### src/rtl/cp0_pkg.sv
// Shared constants for the coprocessor-0 block: register numbers, exception codes
// and the bit layout of the SR and Cause registers.
package cp0_pkg;

  localparam logic [4:0] REG_SR    = 5'd12;
  localparam logic [4:0] REG_CAUSE = 5'd13;
  localparam logic [4:0] REG_EPC   = 5'd14;
  localparam logic [4:0] REG_PRID  = 5'd15;

  localparam logic [4:0] EXC_INT  = 5'd0;
  localparam logic [4:0] EXC_ADEL = 5'd4;
  localparam logic [4:0] EXC_ADES = 5'd5;
  localparam logic [4:0] EXC_RI   = 5'd10;
  localparam logic [4:0] EXC_OV   = 5'd12;

  localparam int SR_IE         = 0;
  localparam int SR_EXL        = 1;
  localparam int SR_IM_LSB     = 10;
  localparam int CAUSE_EXC_LSB = 2;
  localparam int CAUSE_IP_LSB  = 10;
  localparam int CAUSE_BD      = 31;

  // Only IM, EXL and IE are implemented in SR; all other bits read back as 0.
  localparam logic [31:0] SR_MASK = 32'h0000_FC03;

endpackage

### src/rtl/cp0_if.sv
// Pipeline-side bus of cp0: mfc0/mtc0 access, M-stage exception info and
// the flush/redirect outputs.
interface cp0_if;
  logic [4:0]  A1;
  logic [4:0]  A2;
  logic [31:0] DIn;
  logic        WE;
  logic [31:0] PC;
  logic        BD;
  logic [4:0]  ExcCode;
  logic [5:0]  HWInt;
  logic        EXLClr;
  logic        IntReq;
  logic [31:0] EPC;
  logic [31:0] DOut;

  modport master (
    output A1, A2, DIn, WE, PC, BD, ExcCode, HWInt, EXLClr,
    input  IntReq, EPC, DOut
  );

  modport slave (
    input  A1, A2, DIn, WE, PC, BD, ExcCode, HWInt, EXLClr,
    output IntReq, EPC, DOut
  );
endinterface

### src/rtl/cp0.sv
// Coprocessor-0 exception/interrupt controller: holds SR, Cause and EPC,
// raises IntReq to flush the pipeline, and serves mfc0/mtc0/eret.
module cp0
  import cp0_pkg::*;
#(
  parameter logic [31:0] PRID_VALUE = 32'h0000_2018
) (
  input  logic  clk,
  input  logic  reset,
  cp0_if.slave  bus
);

  logic [31:0] sr_reg, sr_next;
  logic [31:0] cause_reg, cause_next;
  logic [31:0] epc_reg, epc_next;
  logic [31:0] epc_victim;
  logic        int_req, exc_req, take;

  assign int_req = (|(bus.HWInt & sr_reg[SR_IM_LSB +: 6])) & sr_reg[SR_IE] & ~sr_reg[SR_EXL];
  assign exc_req = (bus.ExcCode != EXC_INT) & ~sr_reg[SR_EXL];
  assign take    = int_req | exc_req;

  // A delay-slot victim restarts at the branch, one word earlier; wraps mod 2^32.
  assign epc_victim = (bus.PC & ~32'h3) - (bus.BD ? 32'd4 : 32'd0);

  always_comb begin
    sr_next    = sr_reg;
    cause_next = cause_reg;
    epc_next   = epc_reg;
    cause_next[CAUSE_IP_LSB +: 6] = bus.HWInt;
    if (take) begin
      sr_next[SR_EXL]                 = 1'b1;
      cause_next[CAUSE_BD]            = bus.BD;
      cause_next[CAUSE_EXC_LSB +: 5]  = int_req ? EXC_INT : bus.ExcCode;
      epc_next                        = epc_victim;
    end else begin
      if (bus.WE && bus.A2 == REG_SR)  sr_next  = bus.DIn & SR_MASK;
      if (bus.WE && bus.A2 == REG_EPC) epc_next = bus.DIn;
      // eret beats a same-cycle SR write for EXL only
      if (bus.EXLClr) sr_next[SR_EXL] = 1'b0;
    end
  end

  always_ff @(posedge clk) begin
    if (reset) begin
      sr_reg    <= '0;
      cause_reg <= '0;
      epc_reg   <= '0;
    end else begin
      sr_reg    <= sr_next;
      cause_reg <= cause_next;
      epc_reg   <= epc_next;
    end
  end

  always_comb begin
    case (bus.A1)
      REG_SR:    bus.DOut = sr_reg;
      REG_CAUSE: bus.DOut = cause_reg;
      REG_EPC:   bus.DOut = epc_reg;
      REG_PRID:  bus.DOut = PRID_VALUE;
      default:   bus.DOut = 32'd0;
    endcase
  end

  assign bus.IntReq = take;
  assign bus.EPC    = epc_reg;

endmodule

### src/flat_wrapper.sv
// flat-port wrapper written by rule: the top's interface ports become plain ports
module cp0_flat import cp0_pkg::*;
#(
  parameter logic [31:0] PRID_VALUE = 32'h0000_2018
)
  (clk, reset, bus_A1, bus_A2, bus_DIn, bus_WE, bus_PC, bus_BD, bus_ExcCode, bus_HWInt, bus_EXLClr, bus_IntReq, bus_EPC, bus_DOut);
  cp0_if bus_i ();
  input  logic clk;
  input  logic reset;
  input wire logic [$bits(bus_i.A1)-1:0] bus_A1;
  input wire logic [$bits(bus_i.A2)-1:0] bus_A2;
  input wire logic [$bits(bus_i.DIn)-1:0] bus_DIn;
  input wire logic [$bits(bus_i.WE)-1:0] bus_WE;
  input wire logic [$bits(bus_i.PC)-1:0] bus_PC;
  input wire logic [$bits(bus_i.BD)-1:0] bus_BD;
  input wire logic [$bits(bus_i.ExcCode)-1:0] bus_ExcCode;
  input wire logic [$bits(bus_i.HWInt)-1:0] bus_HWInt;
  input wire logic [$bits(bus_i.EXLClr)-1:0] bus_EXLClr;
  output wire logic [$bits(bus_i.IntReq)-1:0] bus_IntReq;
  output wire logic [$bits(bus_i.EPC)-1:0] bus_EPC;
  output wire logic [$bits(bus_i.DOut)-1:0] bus_DOut;
  assign bus_i.A1 = bus_A1;
  assign bus_i.A2 = bus_A2;
  assign bus_i.DIn = bus_DIn;
  assign bus_i.WE = bus_WE;
  assign bus_i.PC = bus_PC;
  assign bus_i.BD = bus_BD;
  assign bus_i.ExcCode = bus_ExcCode;
  assign bus_i.HWInt = bus_HWInt;
  assign bus_i.EXLClr = bus_EXLClr;
  assign bus_IntReq = bus_i.IntReq;
  assign bus_EPC = bus_i.EPC;
  assign bus_DOut = bus_i.DOut;
  cp0 #(.PRID_VALUE(PRID_VALUE)) u_core (.clk(clk), .reset(reset), .bus(bus_i));
endmodule
### config.mk
export PLATFORM = sky130hd
export DESIGN_NAME = cp0_flat
export DESIGN_NICKNAME = d
export VERILOG_FILES = /design/src/rtl/cp0_pkg.sv /design/src/rtl/cp0_if.sv /design/src/rtl/cp0.sv /design/src/flat_wrapper.sv
export SDC_FILE = /design/constraint.sdc
export NUM_CORES = 1
export LEC_CHECK = 0
export CAP_MARGIN = 20
export CORE_UTILIZATION = 35
export CTS_CLUSTER_SIZE = 40
export DETAILED_ROUTE_END_ITERATION = 8
export GPL_ROUTABILITY_DRIVEN = 0
export GPL_TIMING_DRIVEN = 0
export HOLD_SLACK_MARGIN = 0.06
export PLACE_DENSITY_LB_ADDON = 0.08
export SETUP_SLACK_MARGIN = 0.15
export SYNTH_ARGS = -nofsm -noshare
export SYNTH_HDL_FRONTEND = slang
export SYNTH_SLANG_ARGS = --single-unit
export TNS_END_PERCENT = 20
### constraint.sdc
create_clock -name clk -period 2.7 [get_ports clk]
set_clock_uncertainty 0.1 [all_clocks]
set_input_delay 0.27 -clock clk [delete_from_list [all_inputs] [get_ports clk]]
set_output_delay 0.27 -clock clk [all_outputs]
set_load 0.005 [all_outputs]
==> parameters.txt, run 1 <==
Parameter                              Value

Min path
  Worst hold endpoint    u_core.bus.EPC[17]
  Type of the tightest min-delay check    in2reg
  Origin of the worst min-delay path    reset
  Instance count along the most critical hold path    3

Synth
  Unique cell type count in the Yosys netlist    55
  Number of warning messages in the yosys log    0
  Fraction of synthesized cell area taken by the top area cell type    0.322
  Gate Count Post-Synth    around 370
  Prevailing post-synth register cell    sky130_fd_sc_hd__dfxtp_1
  Post-Syn Area    about 3200 um2
  Synthesized area per cell    8.64 um2
  Number of enable-type register cells in the synthesized netlist    0
  Proportion of synthesized chip area in sequential cells    0.322
  Area leader, netlist    sky130_fd_sc_hd__dfxtp_1
  Yosys reg bits    between 50 and 60
  Largest cells by area after synthesis    sky130_fd_sc_hd__dfxtp_1 (32%), sky130_fd_sc_hd__mux2i_1 (12%), sky130_fd_sc_hd__xnor2_1 (5.7%), sky130_fd_sc_hd__nor2_1 (5.1%), sky130_fd_sc_hd__a21oi_1 (3.7%)
  Net count after synthesis    466
  Share of synthesized flip-flops with an asynchronous set or reset    0

Cells and area
  Final core utilization    0.570
  Most frequent standard cell in the layout excluding fill and tap cells    sky130_fd_sc_hd__clkdlybuf4s50_1
  Number of filler instances in the final layout    823
  Total number of nets in the final design    about 630
  Proportion of layout cells with a drive suffix above 1    0.0936
  Flip-flop count of the largest register, all copies and words added    32
  Count of inserted antenna diode cells    0
  Area growth from synthesis to layout    56.0%
  Leading cell types in the layout, fill and taps excluded    sky130_fd_sc_hd__clkdlybuf4s50_1 (150), sky130_fd_sc_hd__dfxtp_1 (52), sky130_fd_sc_hd__nor2_1 (44)

Clock network
  Clk buf depth    2
  TritonCTS Buffers    5
  Worst-Skew Late Latency    0.30 ns
  Clock Tree Root    sky130_fd_sc_hd__clkbuf_8
  Number of H-tree levels    2
  TritonCTS clock tree    built
  Number of clock sinks    52
  Clk slew on worst S/H paths    ~0.09 ns
  Hold-fix buffers at CTS    0

Critical path
  R2R Path Start    u_core.sr_reg[10]
  R2R Path End    u_core.bus.EPC[2]
  Crit path arrival time    2.25 ns
  Type of element launching the critical path    input pin
  Reg2Reg Setup Slack    0.63 ns
  Kind of end point of the critical path    output pin
  FF-to-FF path depth    7
  Worst Path Class, Setup    in2out
  Worst-path maximum fanout    13
  Critical Path RT    approximately 2.3 ns

Power and ir drop
  Final total power    just under 2 mW
  Maximum vdd drop    around 0.00022 V
  Proportion of total power due to net switching    0.268
  Sequential share of power    0.444
  Power density over the cells    between 300 and 400 nW/um2
  Combinational group share of total power    0.266
  Clock share of power    0.290
  Leakage power of the design    around 2 nW
  Internal portion of total power    1.42 mW
  Switching component of the power    0.520 mW

Floorplan
  Die height    ~98 um
  Core Area    around 8800 um2
  Top Ports    ~160
  Placement Rows    34
  Initial core utilization    0.365
  Die Span X    slightly below 100 um
  Area of the die    9620 um2

Route
  1st-iter DRT viols    189
  Total DRC errors in the routed layout    11
  Count of nets left with antenna violations after detail routing    0
  Via density per instance    roughly 5.2
  Routed WL per cell    roughly 17 um
  Routed WL    between 10000 and 15000 um
  Drt first pass iters    6
  Vias post-DR    3367

GRT
  Aggregate global-route resource usage    0.221
  Largest net degree at the start of global routing    17
  Total overflow reported by the global router    0
  Wire length of the first global-routing pass    about 17000 um
  Initial antenna violation count    0
  Number of global-route vias before repair    roughly 3100

Timing
  Slew Limit Headroom    0.510
  Highest clock rate    between 0.3 and 0.4 GHz
  Worst setup margin    0.0790 ns
  Final setup violation count    0
  Hold Fails Final Rpt    0
  Unrepaired setup endpoints after global routing    true
  Post-route clock period utilization    0.971
  Slew @ Worst Pin    between 0.7 and 0.8 ns
  Time the worst path needs with I/O delays and setup    between 2 and 3 ns
  Pins Over Slew Limit    0

Placement
  Port buffer count    150
  Worst slack after detailed placement    -0.554 ns
  Placed wire-length estimate    roughly 8800 um

Outcome
  Result of the run    finished with violations
  Violations in the final reports    DRC

Job
  Count of maximum capacitance violations    0
==> cell type report <==
cell class | instances | area (um2) | share of cell area
clock buffers | 6 | 82.6 | 0.0164
repair buffers | 153 | 1520 | 0.302
plain buffers | 23 | 108 | 0.0213
clock inverters | 2 | 38.8 | 0.00769
multi-input cells | 294 | 2090 | 0.415
inverters | 4 | 17.5 | 0.00347
well taps | 108 | 135 | 0.0268
flip-flops and latches | 52 | 1040 | 0.207
==> power groups by stage <==
stage / combinational (mW) / sequential (mW) / clock (mW)
finish: 0.516 / 0.862 / 0.563
global route: 0.550 / 0.870 / 0.600
CTS: 0.511 / 0.863 / 0.570
detailed placement: 0.507 / 0.880 / 0
global placement: 0.502 / 0.879 / 0
floorplan: 0.200 / 0.873 / 0
==> metal layers <==
metal  up-vias  track usage  routed length, um
li1       1662            -                  -
met1      1579        0.317               5250
met2       117        0.353               5080
met3         9       0.0279                691
met4         0       0.0431                123
met5         -            0                  0
==> cell families (layout without fill, tap and decap cells) <==
logic type | Yosys count | in the layout | share of synthesized area
flops | 52 | 52 | 0.322
simple gates | 146 | 146 | 0.263
mux | 47 | 47 | 0.148
compound gates | 75 | 75 | 0.156
buf+inv | 28 | 188 | 0.0376
fa+ha+maj | 2 | 2 | 0.00774
xor+xnor | 24 | 24 | 0.0651
==> cells in the mapped netlist (4+ instances only) <==
| master | n |
|---|---|
| sky130_fd_sc_hd__a211oi_1 | 16 |
| sky130_fd_sc_hd__a21o_1 | 13 |
| sky130_fd_sc_hd__a21oi_1 | 24 |
| sky130_fd_sc_hd__a22oi_1 | 4 |
| sky130_fd_sc_hd__and2_1 | 19 |
| sky130_fd_sc_hd__buf_2 | 10 |
| sky130_fd_sc_hd__clkbuf_1 | 13 |
| sky130_fd_sc_hd__dfxtp_1 | 52 |
| sky130_fd_sc_hd__mux2_2 | 7 |
| sky130_fd_sc_hd__mux2i_1 | 40 |
| sky130_fd_sc_hd__nand2_1 | 14 |
| sky130_fd_sc_hd__nand3_1 | 7 |
| sky130_fd_sc_hd__nand4_1 | 4 |
| sky130_fd_sc_hd__nor2_1 | 44 |
| sky130_fd_sc_hd__nor2b_1 | 13 |
| sky130_fd_sc_hd__nor3_1 | 17 |
| sky130_fd_sc_hd__xnor2_1 | 21 |
==> metrics by stage <==
| stage | setup TNS [ns] | hold WS, ns | instances | area [um2] |
|---|---|---|---|---|
| after floorplan | 0 | 0.298 | 374 | 3230 |
| after global placement | -6.73 | 0.338 | 632 | 4870 |
| after detailed placement | -7.53 | 0.349 | 632 | 4870 |
| after CTS | 0 | 0.299 | 640 | 5000 |
| after global routing | 0 | 0.328 | 642 | 5040 |
| final | 0 | 0.292 | 642 | 5040 |
==> critical path, cell delays in order <==
cell	delay [ns]
sky130_fd_sc_hd__clkdlybuf4s50_1	0.44
sky130_fd_sc_hd__or4_4	0.55
sky130_fd_sc_hd__o21ai_2	0.14
sky130_fd_sc_hd__and2_1	0.15
sky130_fd_sc_hd__clkbuf_4	0.18
sky130_fd_sc_hd__inv_4	0.08
sky130_fd_sc_hd__clkdlybuf4s50_1	0.45
==> what timing repair did <==
action,4_1_cts,5_1_grt
setup endpoints to repair,20,22
buffers inserted,1,2
resized for setup,4,7
==> worst max path at each step <==
stage | startpoint | to | slack (ns) | cells past startpoint
CTS | bus_HWInt[0] | bus_IntReq | 0.04 | 7
floorplan | bus_PC[2] | u_core.bus.EPC[28] | 0.77 | 8
detailed placement | bus_A1[0] | bus_DOut[29] | -0.55 | 6
global placement | bus_A1[0] | bus_DOut[29] | -0.50 | 6
finish | bus_ExcCode[2] | bus_IntReq | 0.08 | 7
global route | bus_ExcCode[2] | bus_IntReq | 0.01 | 7
Power figures use the tool's default switching activity.
==> run 2: changes to the inputs <==
--- a/config.mk
+++ b/config.mk
@@ -7,7 +7,6 @@
 export LEC_CHECK = 0
 export CAP_MARGIN = 20
 export CORE_UTILIZATION = 35
-export CTS_CLUSTER_SIZE = 40
 export DETAILED_ROUTE_END_ITERATION = 8
 export GPL_ROUTABILITY_DRIVEN = 0
 export GPL_TIMING_DRIVEN = 0
==> results of run 2 <==
Final layout, timing and power as in run 1 (identical DEF).
